--- config.mk ---
export PLATFORM = sky130hd
export DESIGN_NAME = sound_i2s_tx
export DESIGN_NICKNAME = d
export VERILOG_FILES = /design/src/rtl/sound_pkg.sv /design/src/rtl/sound_i2s_bclk_gen.sv /design/src/rtl/sound_i2s_tx.sv
export SDC_FILE = /design/constraint.sdc
export NUM_CORES = 1
export LEC_CHECK = 0
export BUFFER_PORTS_ARGS = -buffer_cell sky130_fd_sc_hd__buf_2
export CAP_MARGIN = 40
export CELL_PAD_IN_SITES_DETAIL_PLACEMENT = 1
export CELL_PAD_IN_SITES_GLOBAL_PLACEMENT = 1
export CORE_MARGIN = 8
export CORE_UTILIZATION = 40
export DETAILED_ROUTE_END_ITERATION = 6
export PLACE_DENSITY_LB_ADDON = 0.1
export SLEW_MARGIN = 25
export SYNTH_ARGS = -nofsm -noshare
export SYNTH_HDL_FRONTEND = slang
export SYNTH_SLANG_ARGS = --single-unit
export TNS_END_PERCENT = 30
--- constraint.sdc ---
create_clock -name clk -period 2.5 [get_ports clk]
set_clock_uncertainty 0.1 [all_clocks]
set_input_delay 0.125 -clock clk [delete_from_list [all_inputs] [get_ports clk]]
set_output_delay 0.125 -clock clk [all_outputs]
set_load 0.1 [all_outputs]
--- src/rtl/sound_pkg.sv ---
// Shared constants and helpers for the I2S sound transmitter.
// Optional soft-mute ramp in sound_i2s_tx is enabled by SOUND_I2S_SOFTMUTE_EN.
package sound_pkg;

  localparam int unsigned SOUND_I2S_FRAME_BITS  = 32;
  localparam int unsigned SOUND_I2S_SAMPLE_BITS = 16;
  localparam int unsigned SOUND_I2S_ATTEN_MAX   = 16;
  localparam int unsigned SOUND_I2S_BIT_W       = $clog2(SOUND_I2S_FRAME_BITS);
  localparam int unsigned SOUND_I2S_ATTEN_W     = $clog2(SOUND_I2S_ATTEN_MAX) + 1;

  typedef logic [SOUND_I2S_SAMPLE_BITS-1:0] sample_t;
  typedef logic [SOUND_I2S_FRAME_BITS-1:0]  frame_t;
  typedef logic [SOUND_I2S_BIT_W-1:0]       bit_idx_t;
  typedef logic [SOUND_I2S_ATTEN_W-1:0]     atten_t;

  // Arithmetic right shift by the attenuation step; full attenuation is silence.
  function automatic sample_t atten_sample(input sample_t s, input atten_t a);
    if (a >= SOUND_I2S_ATTEN_W'(SOUND_I2S_ATTEN_MAX)) begin
      return '0;
    end
    return sample_t'($signed(s) >>> a);
  endfunction

endpackage

--- src/rtl/sound_i2s_bclk_gen.sv ---
// I2S bit-clock divider: toggles bclk every BCLK_HALF clk cycles and flags
// the cycle whose closing edge drives bclk from 1 to 0.
module sound_i2s_bclk_gen #(
  parameter int unsigned BCLK_HALF = 16
) (
  input  logic clk,
  input  logic rst,
  output logic bclk,
  output logic fall
);

  localparam int unsigned DIV_W = (BCLK_HALF > 1) ? $clog2(BCLK_HALF) : 1;

  logic [DIV_W-1:0] div_cnt;
  logic             wrap;

  assign wrap = (div_cnt == DIV_W'(BCLK_HALF - 1));

  always_ff @(posedge clk) begin
    if (rst) begin
      div_cnt <= '0;
      bclk    <= 1'b0;
    end else if (wrap) begin
      div_cnt <= '0;
      bclk    <= ~bclk;
    end else begin
      div_cnt <= div_cnt + 1'b1;
    end
  end

  // High during the cycle before bclk drops, so consumers update on the same edge.
  assign fall = wrap & bclk;

endmodule

--- src/rtl/sound_i2s_tx.sv ---
// I2S transmitter: captures a stereo sample pair once per 32-bit frame and
// serialises it MSB first with one-bit I2S delay. Define SOUND_I2S_SOFTMUTE_EN
// for a 16-step attenuation ramp instead of hard mute.
module sound_i2s_tx
  import sound_pkg::*;
#(
  parameter int unsigned BCLK_HALF = 16
) (
  input  logic        clk,
  input  logic        rst,
  input  logic [15:0] sample_l,
  input  logic [15:0] sample_r,
  input  logic        mute,
  output logic        frame_strobe,
  output logic        i2s_bclk,
  output logic        i2s_lrclk,
  output logic        i2s_data
);

  logic     fall;
  logic     capture;
  bit_idx_t bit_cnt;
  frame_t   shreg;
  logic     held_lsb;
  sample_t  l_proc;
  sample_t  r_proc;

  sound_i2s_bclk_gen #(
    .BCLK_HALF(BCLK_HALF)
  ) u_bclk_gen (
    .clk  (clk),
    .rst  (rst),
    .bclk (i2s_bclk),
    .fall (fall)
  );

  assign capture = fall && (bit_cnt == SOUND_I2S_BIT_W'(SOUND_I2S_FRAME_BITS - 1));

`ifdef SOUND_I2S_SOFTMUTE_EN
  atten_t atten;
  atten_t atten_nxt;

  always_comb begin
    atten_nxt = atten;
    if (mute) begin
      if (atten < SOUND_I2S_ATTEN_W'(SOUND_I2S_ATTEN_MAX)) atten_nxt = atten + 1'b1;
    end else if (atten != '0) begin
      atten_nxt = atten - 1'b1;
    end
  end

  always_ff @(posedge clk) begin
    if (rst) begin
      atten <= '0;
    end else if (capture) begin
      atten <= atten_nxt;
    end
  end

  // The step taken at this capture already applies to the captured pair.
  assign l_proc = atten_sample(sample_l, atten_nxt);
  assign r_proc = atten_sample(sample_r, atten_nxt);
`else
  assign l_proc = mute ? '0 : sample_l;
  assign r_proc = mute ? '0 : sample_r;
`endif

  always_ff @(posedge clk) begin
    if (rst) begin
      bit_cnt      <= '0;
      shreg        <= '0;
      held_lsb     <= 1'b0;
      i2s_data     <= 1'b0;
      frame_strobe <= 1'b0;
    end else begin
      frame_strobe <= capture;
      if (fall) begin
        bit_cnt <= bit_cnt + 1'b1;
        if (capture) begin
          // Period 0 still belongs to the previous word: its right-channel LSB.
          shreg    <= {l_proc, r_proc};
          held_lsb <= r_proc[0];
          i2s_data <= held_lsb;
        end else begin
          i2s_data <= shreg[SOUND_I2S_FRAME_BITS-1];
          shreg    <= {shreg[SOUND_I2S_FRAME_BITS-2:0], 1'b0};
        end
      end
    end
  end

  assign i2s_lrclk = bit_cnt[SOUND_I2S_BIT_W-1];

endmodule
### Word level (Yosys, flattened, before mapping)

Cells that the tools add are included.

| word-level totals | value |
|---|---|
| bits in registers | 45 |
| bits of input ports | 35 |
| output and inout bits | 4 |
| word-level logic and storage cells | 20 |

| cells by class | value |
|---|---|
| $add $sub $neg | 2 |
| equality and inequality tests | 2 |
| mux-type cells | 4 |
| bitwise gates (word level) | 2 |
| reductions and logical operators | 3 |

Operator list:

| operator | count |
|---|---|
| $mux 16 | 2 |
| $mux 32 | 1 |
| $add 5x1->5 const B | 1 |
| $eq 5x5->1 const B | 1 |
| $add 4x1->4 const B | 1 |
| $eq 4x4->1 const B | 1 |
| $reduce_and 2->1 | 1 |
| $reduce_or 2->1 | 1 |
| $and 1x1->1 | 1 |
| $logic_and 1x1->1 | 1 |
| $mux 1 | 1 |
| $not 1->1 | 1 |

### Logic depth before layout (Yosys ltp)

| depth | value |
|---|---|
| word-level depth | 4 |
| depth in mapped cells | 8 |
| depth with buffers taken out | 6 |

### Hierarchy

From an unflattened synthesis, not the netlist that was laid out.

| second synthesis, totals | value |
|---|---|
| cells, all modules | 229 |
| area total of the unflattened synthesis | 2,242.2 sq um |

Modules (own cells, without submodules):

| module | times used | cells an instance | area an instance (sq um) | sequential area each (sq um) |
|---|---|---|---|---|
| sound_i2s_tx | 1 | 212 | 2,050.7 | 800.8 |
| sound_i2s_bclk_gen | 1 | 17 | 191.4 | 100.1 |

### Worst setup path before layout

No wires, ideal clock.

| timing path | value |
|---|---|
| path kind | reg2reg |
| start point | register bit_cnt[4] |
| end point | register shreg[30] |
| setup time | 0.091 ns |
| arrival time | 1.970 ns |
| data required time | 2.309 ns |
| setup slack | 0.339 ns |
| cell stages (with the launch flop) | 6 |
| path buffers | 2 |
| clock period less this slack | 2.161 ns |
| cells stage by stage | dfxtp_1 > ha_1 > buf_2 > clkbuf_1 > nand3b_1 > a311oi_1 |

| between the ends | value |
|---|---|
| word-level cells in the longest chain between the ends | 3 |

Ends and longest elaborated chain:

| element | line | RTL |
|---|---|---|
| start: declaration | sound_i2s_tx.sv:22 | `bit_idx_t bit_cnt;` |
| start signal: assignment | sound_i2s_tx.sv:78 | `bit_cnt <= bit_cnt + 1'b1;` |
| $eq 5x5->1 | sound_i2s_tx.sv:37 | `assign capture = fall && (bit_cnt == SOUND_I2S_BIT_W'(SOUND_I2S_FRAME_BITS - 1));` |
| $logic_and 1x1->1 | sound_i2s_tx.sv:37 |  |
| $mux 32 | sound_i2s_tx.sv:79 | `if (capture) begin` |
| end signal: assignment | sound_i2s_tx.sv:81 | `shreg <= {l_proc, r_proc};` |
| end signal: assignment | sound_i2s_tx.sv:86 | `shreg <= {shreg[SOUND_I2S_FRAME_BITS-2:0], 1'b0};` |
| end: declaration | sound_i2s_tx.sv:23 | `frame_t shreg;` |

No other way between the ends.
A chain may end at the register's enable or synchronous reset.

### Final worst setup path

| timing path | value |
|---|---|
| start point | register bit_cnt[0] |
| end point | register shreg[13] |

Same word-level chain as after synthesis.

==> flow_summary.toml <==
[power_and_ir_drop]
p_seq_share_pct = 59.3
power_switching_mw = 0.267
powerDensity_mw_per_mm2 = 524
p_int_mw = 0.954
netSwitchingFraction_pct = 21.9
p_comb_share_pct = 5.2
p_leak_nw = 0.729
clock_power_share_pct = 35.6
peakVddDrop_mv = 0.202
p_total_mw = 1.22

[cts]
path_clk_slew_ns = 0.08
cts_tree = "yes"
htree_levels = 2
cts_resized = 0
cts.path.max_buffers = 2
clockRootBuffer = "clkbuf_8"
numCtsBuffers = 5
cts_sinks = 45
cts-hold-fix-buffers = 0
clk_latency_ns = 0.29
post_cts_buffers = 0

[sta]
setup-violations-final = 0
finalSetupTns_ns = 0
finalHoldViolations = 0
hold-worst-slack_ns = 0.0115
clock.fmax_mhz = 519
worst_slew_margin_rel_pct = 67.4
rsz0062_at_grt = "no"
fin_ws_ns = 0.575
worst_slew_pin_slew_ns = 0.489
slew_viol_final = 0
fin_crit_sh_pct = 77.0
post-route-min-period_ns = 1.92

[layout]
layout_commonest_cell = "dfxtp_1"
num-fill-cells = 637
area_growth_pct = 14.8
layout-drive-gt1-share_pct = 18.6
utilization_pct = 46.6
final_cell_mix = "45 x dfxtp_1, 38 x buf_2, 36 x nand2_1, 35 x nor2_1"
nets = 301
n_antenna_cell = 0

[setup_path]
crit_required_ns = 2.60
arrival_ns = 2.02
path_class = "register to register"
cp_max_fo = 33
startpoint_type = "register"
crit_path_end_kind = "register"

[global_routing]
grt_pass1_wl_um = 8050
antenna_found_initial = 0
grt_max_degree = 69
grt_pass1_vias = 1835
grt_use_total_pct = 13.1
globalRouteOverflowTotal = 0

[synthesis]
avgSynthCellArea_um2 = 8.62
synthCells = 236
yosys.area.top_type = "dfxtp_1"
syn_area_mm2 = 0.00203
synth_top_area_share_pct = 44.3
yosys-top-cells-area = "dfxtp_1 44%, a311oi_1 13%, nand3b_1 11%, nand2_1 6.6%, nor2_1 6.5%"
synth_nets = 274
yosysSeqAreaShare_pct = 44.3
ys_types = 25
ys.warnings.count = 0
ys_seq_elements = 45

[die]
num_rows = 26
die_y_um = 87.3
initial_utilization_pct = 40.6
die_w_um = 87.3
num_io_pins = 39
dieArea_mm2 = 0.00762
core_mm2 = 0.00501

[run]
drv_cap = 0

[drt]
wl_per_cell_um = 14.2
vias_per_cell = 5.31
ant_nets = 0
drc_errors = 0
drt_iter0_drc = 99
vias = 1773
wl_um = 4750
detail_route.first_pass.iterations = 4

[hold_path]
hp-class = "primary input to register"

[run_status]
status = "finished, final reports clean"

[placed_design]
dp_worst_setup_slack_ns = 0.586
globalplace.congestion = 0.713
place_hpwl_um = 3100
portBuffers = 38
## path summary, 6_finish.rpt
path,from,end,slack (ns),depth (start not counted)
worst min-delay path,sample_r[6],shreg[6]$_SDFFE_PP0P_,0.01,3
worst min register to register,shreg[0]$_SDFFE_PP0P_,shreg[0]$_SDFFE_PP0P_,0.37,2
worst max register to register,bit_cnt[0]$_SDFFE_PP0P_,shreg[13]$_SDFFE_PP0P_,0.58,7
worst max-delay path,bit_cnt[0]$_SDFFE_PP0P_,shreg[13]$_SDFFE_PP0P_,0.58,7
## Yosys cell counts
| cell | count |
|---|---|
| buf_4 | 4 |
| ha_1 | 3 |
| xnor2_1 | 3 |
| inv_1 | 3 |
| buf_2 | 4 |
| and3_1 | 2 |
| a211oi_1 | 1 |
| and4_1 | 1 |
| nor3b_1 | 1 |
| or3_1 | 2 |
| buf_1 | 1 |
| nand3b_1 | 31 |
| nand4_1 | 1 |
| clkbuf_1 | 11 |
| buf_6 | 3 |
| a311oi_1 | 31 |
| nand3_1 | 1 |
| nor2_1 | 35 |
| mux2i_1 | 1 |
| a21oi_1 | 8 |
| nor3_1 | 2 |
| o21ai_0 | 4 |
| nand4b_1 | 2 |
| nand2_1 | 36 |
| dfxtp_1 | 45 |
## critical path: stages, from the launching register on
cell and delay (ns):
dfxtp_1 0.34, ha_1 0.21, and3_1 0.18, ha_1 0.21, inv_1 0.07, buf_4 0.32
nand2_1 0.12, a311oi_1 0.28
## cells by family (layout without fill, tap and decap cells)
logic type | Yosys count | count (layout) | synth area share (%)
AOI/OAI and AO/OA | 44 | 44 | 16.7
xor gates and xnor gates | 3 | 3 | 1.29
adders and majority gates | 3 | 3 | 1.85
buffers and inverters | 26 | 54 | 6.89
DFF | 45 | 45 | 44.3
muxes | 1 | 1 | 0.492
and+or+nand+nor | 114 | 114 | 28.5
## power by group through the flow
stage / logic (mW) / clock network (mW) / registers, mW
floorplan: 0.0281 / 0 / 0.740
global placement: 0.0579 / 0 / 0.741
detailed placement: 0.0593 / 0 / 0.741
CTS: 0.0593 / 0.450 / 0.724
global route: 0.0710 / 0.478 / 0.725
finish: 0.0630 / 0.434 / 0.724
## routing by layer
layer | part of all wire (%) | vias to the layer above | track usage [%]
li1 | - | 899 | -
met1 | 50 | 839 | 15.5
met2 | 45 | 30 | 21.5
met3 | 4.8 | 5 | 4.43
met4 | 0.93 | 0 | 4.22
met5 | 0 | - | 0
## registers in the layout, indices dropped and copies added (netlist names)
| signal | cells |
|---|---|
| bit_cnt | 5 |
| held_lsb | 1 |
| i2s_data | 1 |
| shreg | 32 |
| u_bclk_gen.div_cnt | 4 |
| frame_strobe | 1 |
| u_bclk_gen.bclk | 1 |
## layout make-up
type                            instances  area (µm²)  share of cell area, %
Sequential cell                        45         901                   38.6
Timing Repair Buffer                   43         260                   11.2
Inverter                                3        11.3                  0.483
Tap cell                               70        87.6                   3.75
Multi-Input combinational cell        165         993                   42.6
Clock buffer                            8        80.1                   3.43
## per-stage QoR
stage          cells  area, µm²
2_1_floorplan    236       2030
3_3_place_gp     325       2230
3_5_place_dp     325       2230
4_1_cts          333       2310
5_1_grt          334       2330
6_report         334       2330
(Power assumes the default switching activity.)
